### src/rtl/alb_pkg.sv
// -----------------------------------------------------------------------------
// alb_pkg
// Shared definitions for the ALU sequencer slice: data/address widths, ALU
// opcode and carry-mode encodings, sequencer FSM states, flag bit positions,
// and the carry-in selection helper.
// -----------------------------------------------------------------------------
package alb_pkg;

  localparam int DW   = 4;  // data width
  localparam int AW   = 3;  // register address width
  localparam int NREG = 8;  // register count

  // ALU opcodes, passed straight through to alb_i
  localparam logic [1:0] OP_OR   = 2'b00;
  localparam logic [1:0] OP_ADD  = 2'b01;
  localparam logic [1:0] OP_ANDN = 2'b10;  // ~R & S
  localparam logic [1:0] OP_SUB  = 2'b11;

  // Carry-in modes
  localparam logic [1:0] CM_ZERO  = 2'b00;
  localparam logic [1:0] CM_ONE   = 2'b01;
  localparam logic [1:0] CM_FLAGC = 2'b10;
  localparam logic [1:0] CM_ZERO2 = 2'b11;

  // Flag vector is {C,V,N,Z}
  localparam int FLAG_C = 3;
  localparam int FLAG_V = 2;
  localparam int FLAG_N = 1;
  localparam int FLAG_Z = 0;

  typedef enum logic [1:0] {
    ST_IDLE    = 2'd0,
    ST_ISSUE   = 2'd1,
    ST_CAPTURE = 2'd2
  } state_t;

  // Carry-in for a command given its mode and the current C flag
  function automatic logic carry_in(input logic [1:0] cmode, input logic flag_c);
    logic ci;
    case (cmode)
      CM_ZERO:  ci = 1'b0;
      CM_ONE:   ci = 1'b1;
      CM_FLAGC: ci = flag_c;
      CM_ZERO2: ci = 1'b0;
      default:  ci = 1'b0;
    endcase
    return ci;
  endfunction

endpackage

### src/rtl/alb_regfile.sv
// -----------------------------------------------------------------------------
// alb_regfile
// 8 x 4-bit register file. r0 always reads as zero and writes to it are
// dropped. Two combinational operand read ports, one combinational debug read
// port, one synchronous write port. All entries clear on reset.
//
// Ports:
//   clk, reset            clock, asynchronous active-high reset
//   ra_addr / ra_data     operand R read port
//   rb_addr / rb_data     operand S read port
//   dbg_addr / dbg_data   debug read port
//   wr_en, wr_addr, wr_data  synchronous write port
// -----------------------------------------------------------------------------
module alb_regfile
  import alb_pkg::*;
(
  input  logic          clk,
  input  logic          reset,
  input  logic [AW-1:0] ra_addr,
  output logic [DW-1:0] ra_data,
  input  logic [AW-1:0] rb_addr,
  output logic [DW-1:0] rb_data,
  input  logic [AW-1:0] dbg_addr,
  output logic [DW-1:0] dbg_data,
  input  logic          wr_en,
  input  logic [AW-1:0] wr_addr,
  input  logic [DW-1:0] wr_data
);

  logic [DW-1:0] mem [NREG];

  function automatic logic [DW-1:0] rd_port(input logic [AW-1:0] addr,
                                            input logic [DW-1:0] value);
    return (addr == {AW{1'b0}}) ? {DW{1'b0}} : value;
  endfunction

  // Register storage; address 0 is never written so it stays cleared
  always_ff @(posedge clk or posedge reset) begin
    if (reset) begin
      for (int i = 0; i < NREG; i++) begin
        mem[i] <= {DW{1'b0}};
      end
    end else if (wr_en && (wr_addr != {AW{1'b0}})) begin
      mem[wr_addr] <= wr_data;
    end
  end

  // Read ports force r0 to zero independent of storage
  always_comb begin
    ra_data  = rd_port(ra_addr,  mem[ra_addr]);
    rb_data  = rd_port(rb_addr,  mem[rb_addr]);
    dbg_data = rd_port(dbg_addr, mem[dbg_addr]);
  end

endmodule

### src/rtl/alb_sequencer.sv
// -----------------------------------------------------------------------------
// alb_sequencer
// Accepts one command at a time, fetches operands from the register file,
// presents them to an external ALU (which registers its inputs one cycle),
// then captures the ALU result and flags, writes back and pulses done_valid.
// Flow: IDLE -(accept)-> ISSUE -> CAPTURE -> IDLE, one cycle each.
//
// Ports:
//   clk, reset                  clock, asynchronous active-high reset
//   cmd_valid / cmd_ready       command handshake (ready only in IDLE)
//   cmd_op, cmd_ra, cmd_rb, cmd_rd, cmd_bsel, cmd_imm, cmd_cmode, cmd_nowb
//                               command fields
//   alb_r, alb_s, alb_ci, alb_i registered ALU operand/control outputs
//   alb_f, alb_co/vo/no/zo      ALU result and flags
//   done_valid, done_f, flags   completion pulse, result, {C,V,N,Z}
//   dbg_addr / dbg_data         combinational register-file debug read
// -----------------------------------------------------------------------------
module alb_sequencer
  import alb_pkg::*;
(
  input  logic          clk,
  input  logic          reset,
  input  logic          cmd_valid,
  output logic          cmd_ready,
  input  logic [1:0]    cmd_op,
  input  logic [AW-1:0] cmd_ra,
  input  logic [AW-1:0] cmd_rb,
  input  logic [AW-1:0] cmd_rd,
  input  logic          cmd_bsel,
  input  logic [DW-1:0] cmd_imm,
  input  logic [1:0]    cmd_cmode,
  input  logic          cmd_nowb,
  output logic [DW-1:0] alb_r,
  output logic [DW-1:0] alb_s,
  output logic          alb_ci,
  output logic [1:0]    alb_i,
  input  logic [DW-1:0] alb_f,
  input  logic          alb_co,
  input  logic          alb_vo,
  input  logic          alb_no,
  input  logic          alb_zo,
  output logic          done_valid,
  output logic [DW-1:0] done_f,
  output logic [3:0]    flags,
  input  logic [AW-1:0] dbg_addr,
  output logic [DW-1:0] dbg_data
);

  state_t        state;
  state_t        next_state;
  logic [AW-1:0] rd_lat;
  logic          nowb_lat;
  logic [DW-1:0] ra_data;
  logic [DW-1:0] rb_data;
  logic          accept;
  logic          wr_en;
  logic [3:0]    alu_flags;

  alb_regfile u_regfile (
    .clk      (clk),
    .reset    (reset),
    .ra_addr  (cmd_ra),
    .ra_data  (ra_data),
    .rb_addr  (cmd_rb),
    .rb_data  (rb_data),
    .dbg_addr (dbg_addr),
    .dbg_data (dbg_data),
    .wr_en    (wr_en),
    .wr_addr  (rd_lat),
    .wr_data  (alb_f)
  );

  // State register
  always_ff @(posedge clk or posedge reset) begin
    if (reset) begin
      state <= ST_IDLE;
    end else begin
      state <= next_state;
    end
  end

  // Next-state, handshake and write-enable decode
  always_comb begin
    next_state = state;
    cmd_ready  = 1'b0;
    accept     = 1'b0;
    wr_en      = 1'b0;
    case (state)
      ST_IDLE: begin
        cmd_ready = 1'b1;
        if (cmd_valid) begin
          accept     = 1'b1;
          next_state = ST_ISSUE;
        end else begin
          next_state = ST_IDLE;
        end
      end
      ST_ISSUE: begin
        next_state = ST_CAPTURE;
      end
      ST_CAPTURE: begin
        wr_en      = ~nowb_lat;  // r0 writes are dropped by the register file
        next_state = ST_IDLE;
      end
      default: begin
        next_state = ST_IDLE;
      end
    endcase
  end

  // Pack ALU flags into {C,V,N,Z}
  always_comb begin
    alu_flags         = 4'b0000;
    alu_flags[FLAG_C] = alb_co;
    alu_flags[FLAG_V] = alb_vo;
    alu_flags[FLAG_N] = alb_no;
    alu_flags[FLAG_Z] = alb_zo;
  end

  // Operand launch on accept; result/flag capture in CAPTURE.
  // alb_* only change on accept, so they hold through ISSUE and IDLE.
  always_ff @(posedge clk or posedge reset) begin
    if (reset) begin
      alb_r      <= {DW{1'b0}};
      alb_s      <= {DW{1'b0}};
      alb_ci     <= 1'b0;
      alb_i      <= 2'b00;
      rd_lat     <= {AW{1'b0}};
      nowb_lat   <= 1'b0;
      done_valid <= 1'b0;
      done_f     <= {DW{1'b0}};
      flags      <= 4'b0000;
    end else begin
      done_valid <= (state == ST_CAPTURE);
      if (accept) begin
        alb_r    <= ra_data;
        alb_s    <= cmd_bsel ? cmd_imm : rb_data;
        alb_ci   <= carry_in(cmd_cmode, flags[FLAG_C]);
        alb_i    <= cmd_op;
        rd_lat   <= cmd_rd;
        nowb_lat <= cmd_nowb;
      end
      if (state == ST_CAPTURE) begin
        done_f <= alb_f;
        flags  <= alu_flags;
      end
    end
  end

endmodule

### config.mk
export PLATFORM = sky130hd
export DESIGN_NAME = alb_sequencer
export DESIGN_NICKNAME = d
export VERILOG_FILES = /design/src/rtl/alb_pkg.sv /design/src/rtl/alb_regfile.sv /design/src/rtl/alb_sequencer.sv
export SDC_FILE = /design/constraint.sdc
export NUM_CORES = 1
export LEC_CHECK = 0
export CAP_MARGIN = 0
export CORE_MARGIN = 2
export CORE_UTILIZATION = 51
export CTS_CLUSTER_SIZE = 28
export DETAILED_ROUTE_END_ITERATION = 8
export PLACE_DENSITY = 0.79
export REMOVE_ABC_BUFFERS = 1
export SYNTH_ARGS = -nofsm -noshare
export SYNTH_HDL_FRONTEND = slang
export SYNTH_SLANG_ARGS = --single-unit
### constraint.sdc
create_clock -name clk -period 1.75 [get_ports clk]
set_input_delay 0.2625 -clock clk [delete_from_list [all_inputs] [get_ports clk]]
set_output_delay 0.2625 -clock clk [all_outputs]
set_load 0.02 [all_outputs]
== Word level (Yosys, flattened, before mapping) ==
Index checks and enable logic that the tools add are counted.

* Bits in registers: 58
* Output and inout port bits: 25
* Word-level logic and storage cells: 65

* Magnitude comparators: 5
* Equality and inequality tests: 5
* Multiplexer cells: 23
* Bitwise logic cells: 5
* Reductions and logical operators: 9

{| class="wikitable"
|+ Operator list
! kind !! count
|-
| 4-bit two-way mux || 11
|-
| 4-bit binary-select mux with 3-bit select || 3
|-
| 32-bit bitwise mux || 1
|-
| 4-bit greater-or-equal comparator (second input constant) || 4
|-
| 3-bit inverter with 4-bit output || 4
|-
| 4-bit demux with 3-bit select || 1
|-
| 3-bit logical NOT || 3
|-
| 2-bit equality test (second input constant) || 3
|-
| 1-bit two-way mux || 5
|-
| 2-bit by 1-bit equality test with 1-bit output (second input constant) || 2
|-
| 2-bit logical NOT || 2
|-
| 4-bit by 1-bit < comparator with 1-bit output (second input constant) || 1
|-
| 2-bit one-hot mux with 2 select lines || 1
|-
| 1-bit one-hot mux with 3 select lines || 1
|-
| 3-bit nonzero test || 1
|-
| 1-bit logical AND || 2
|-
| 2-bit OR reduction || 1
|-
| 1-bit inverter || 1
|}

== Logic depth before layout (Yosys ltp) ==
* Depth in word-level cells: 6
* Mapped depth: 6
* Mapped depth without buffers: 5

== Hierarchy ==
A second synthesis with hierarchy kept.

* Cells, all modules: 220
* Area total of the unflattened synthesis: 2919.0 sq um

{| class="wikitable"
|+ By module, submodules not included
! module !! times used !! cells an instance !! area each (sq um) !! seq. area each (sq um)
|-
| alb_regfile || 1 || 149 || 1889.3 || 700.7
|-
| alb_sequencer || 1 || 71 || 1029.7 || 650.6
|}

== Least setup slack after synthesis ==
Ideal clock, no wire load.

* Path kind: input port to output port
* Start point: in dbg_addr[0]
* End point: out dbg_data[2]
* Arrival time: 1.222 ns
* Required time: 1.487 ns
* Path slack: 0.266 ns
* Cell stages on the path: 3
* Cells stage by stage: buf_2 mux4_2 a21o_1

* Longest elaborated chain between the ends: 5

{| class="wikitable"
|+ RTL lines
! element !! RTL line !! source
|-
| from (decl) || alb_sequencer.sv:45 || <nowiki>input logic [AW-1:0] dbg_addr,</nowiki>
|-
| 3-bit inverter with 4-bit output (implied by the code) || alb_regfile.sv:52 || <nowiki>dbg_data = rd_port(dbg_addr, mem[dbg_addr]);</nowiki>
|-
| 4-bit binary-select mux with 3-bit select || alb_regfile.sv:52 ||
|-
| 4-bit two-way mux (implied by the code) (2 in series) || alb_regfile.sv:52 ||
|-
| 4-bit two-way mux * || alb_regfile.sv:34 || <nowiki>return (addr == {AW{1'b0}}) ? {DW{1'b0}} : value;</nowiki>
|-
| to (decl) || alb_sequencer.sv:46 || <nowiki>output logic [DW-1:0] dbg_data</nowiki>
|}

Every way passes the cells marked *; elsewhere a longest branch is shown, timed or not. The select of a mux whose other input is x is not followed.

== Final worst setup path ==
* Start point: reg u_regfile.mem[9] (netlist name)
* End point: out dbg_data[1]

* Longest elaborated chain between the ends: 4

{| class="wikitable"
|+ RTL lines
! element !! RTL line !! source
|-
| from (decl) || alb_regfile.sv:30 || <nowiki>logic [DW-1:0] mem [NREG];</nowiki>
|-
| from (signal, indexed assignment) || alb_regfile.sv:41 || <nowiki>mem[i] <= {DW{1'b0}};</nowiki>
|-
| from (signal, indexed assignment) || alb_regfile.sv:44 || <nowiki>mem[wr_addr] <= wr_data;</nowiki>
|-
| 4-bit binary-select mux with 3-bit select || alb_regfile.sv:52 ||
|-
| 4-bit two-way mux (implied by the code) (2 in series) || alb_regfile.sv:52 ||
|-
| 4-bit two-way mux || alb_regfile.sv:34 ||
|}

Every way passes these cells. The select of a mux whose other input is x is not followed.

==> flow_summary_export.csv <==
group,metric,value,unit
synth,ys_warn_count,0,
global_routing,grtUsageTotal,24.6,%
place,place.gp.congestion,0.920,
power_and_ir_drop,powerDensity,1360,nW/µm²
route,antenna_left,0,
cts,htree_levels,2,
synth,synthFlopType,"dfrtp_1",
cells_and_area,stdcell_count,397,
synth,yosysTopAreaCellShare,47.1,%
synth,synth_top_area_cell,"dfrtp_1",
status,status,"finished with violations",
critical_path,crit_arrival,1.52,ns
synth,yosys-top-cells-count,"dfrtp_1, mux2_2, nand2_1, nor2b_1",
route,routed_wl,7.17,mm
cts,clockBufferDepth,2,
min_path,min_path_type,"input pin to async pin",
route,via_per_inst,5.68,
critical_path,crit_path_start_kind,"flop",
power_and_ir_drop,p_leak,1.74,nW
cells_and_area,seq_area,1350,µm²
cts,cts_tree,"built",
power_and_ir_drop,ir_drop,815,µV
synth,synth_cell_types,33,
sta,slew_headroom,72.9,%
critical_path,worstSetupPathType,"flop to output port",
cells_and_area,finalNetCount,358,
sta,hold_violations,0,
floorplan,core,5470,µm²
synth,netlist_instances,230,
global_routing,overflow,0,
sta,post-route-min-period,1.78,ns
cts,cts.sinks,54,
critical_path,slowest_stage,"mux4_2",
cells_and_area,drive_gt1_share,38.8,%
place,port_buffers,57,
sta,tightest_slew,0.406,ns
synth,synth-seq-cells,54,
sta,setup-violations-final,3,
route,vias,2254,
cts,hold_buffers,0,
sta,drv_slew,0,
route,drt_iter0_drc,119,
route,dr.pass1.iters,4,
floorplan,rows,27,
sta,max_freq,561,MHz
critical_path,path_cells,"mux4_2 -> inv_2 -> a21oi_4 -> buf_6",
floorplan,start_util,52.4,%
floorplan,dieArea,6240,µm²
global_routing,antenna_found_initial,0,
global_routing,grt_pass1_vias,2269,
cells_and_area,areaGrowthSynthToFinish,36.5,%
critical_path,cp_max_fo,4,
synth,synth_edf_count,0,
synth,synthTopCellsByArea,"dfrtp_1, mux2_2, mux4_2",
cells_and_area,fillCellCount,392,
sta,clock_skew,0.00897,ns
synth,syn_area_per_cell,12.5,µm²
route,wire_per_inst,18.1,µm
run,maxCapViolCount,0,
floorplan,io_pins,58,
global_routing,grt_pass1_wl,11.6,mm
place,placedCellCount,386,
cts,cts-root-buf,"clkbuf_8",
status,violations,"negative setup slack",
critical_path,crit_required,1.49,ns
sta,finalCritPeriodShare,102,%
cells_and_area,multi_input_area,1420,µm²
synth,synth_area,2870,µm²
cells_and_area,n_antenna_cell,0,
critical_path,slowest_delay,0.49,ns
sta,setup_ws,-0.0334,ns
global_routing,grt_max_degree,55,
synth,synthArstFlopShare,100,%
sta,hold_slack,0.315,ns
cts,cts_buffers,5,
floorplan,die_w,79.0,µm
critical_path,setup.worst_path.end_class,"output port",
power_and_ir_drop,finalPower,5.31,mW
sta,fin_setup_tns,-0.0603,ns
sta,rsz0062_at_grt,"yes",
cells_and_area,final_util,71.6,%
synth,ys_seq_area_share,47.1,%
place,place.detailed.hpwl,5.30,mm
cts,clk_latency,0.31,ns
synth,synth_most_common_cell,"dfrtp_1",
floorplan,die_h,79.0,µm
route,drc,0,
cts,clkTransAtPathRegs,0.09,ns
## final cells by class
cell class | count | area share (%)
multi-input cells | 155 | 36.3
clock inverters | 1 | 0.128
flip-flops and latches | 54 | 34.5
repair buffers | 102 | 24.0
well taps | 72 | 2.30
clock buffers | 7 | 2.20
inverters | 6 | 0.575
## state kept, by name (all words and copies together), names as in the netlist
signal	count
alb_r	4
alb_ci	1
nowb_lat	1
rd_lat	3
u_regfile.mem	28
alb_i	2
state	2
done_f	4
flags	4
done_valid	1
alb_s	4
## cell usage in the layout, fill, tap and decap left out, drive strengths merged, types with 3 or more instances in the layout
cell type,count
a21oi,8
a221oi,8
buf,49
clkbuf,7
clkdlybuf4s50,50
dfrtp,54
inv,5
mux2,46
mux2i,10
mux4,11
nand2,31
nand3,3
nor2,7
nor2b,13
o311ai,3
## power breakdown
part	switching, mW	internal [mW]	total, mW
logic	1.05	1.46	2.51
registers	0.358	1.74	2.09
clock network	0.393	0.320	0.713
total	1.80	3.52	5.31
## cell families after synthesis
| kind of cell | after synthesis | synth area share, % |
|---|---|---|
| and+or+nand+nor | 62 | 10.9 |
| DFF | 54 | 47.1 |
| buffers and inverters | 21 | 4.58 |
| adders and majority gates | 1 | 0.436 |
| muxes | 67 | 30.3 |
| AOI/OAI and AO/OA | 25 | 6.67 |
## through the flow
stage | instance area, µm² | setup slack (ns)
after floorplan | 2760 | 0.173
after global placement | 3770 | -0.643
after detailed placement | 3770 | -0.689
after CTS | 3870 | -0.0368
after global routing | 3920 | -0.0727
final | 3920 | -0.0334
## worst max-delay path: cells and delay by family, from the launching register on
kind	cells	cell delay (ns)
compound gates	1	0.06
mux	1	0.49
flops	1	0.43
buf+inv	2	0.23
## per-layer routing
| metal | global-route usage, % | wire length [µm] |
|---|---|---|
| met1 | 32.9 | 3070 |
| met2 | 40.2 | 3560 |
| met3 | 4.20 | 381 |
| met4 | 9.83 | 155 |
| met5 | 0 | 0 |
## path summary, 6_finish.rpt
kind / start / end / slack, ns / cells after the start
max: u_regfile.mem[9] / dbg_data[1] / -0.03 / 4
min: reset / flags[3] / 0.32 / 3
max reg2reg: state[1] / alb_s[2] / 0.10 / 3
min reg2reg: alb_i[1] / alb_i[1] / 0.48 / 2
max in group asynchronous: reset / u_regfile.mem[18] / 1.19 / 3
min in group clk: alb_i[1] / alb_i[1] / 0.48 / 2
## what timing repair did
item	in CTS	in global routing
setup buffers	1	2
setup endpoints to repair	5	8
cloned	0	0
pin swaps	2	0
endpoints found under the hold margin	0	0
gates resized for setup	27	8
Power figures use the tool's default switching activity.
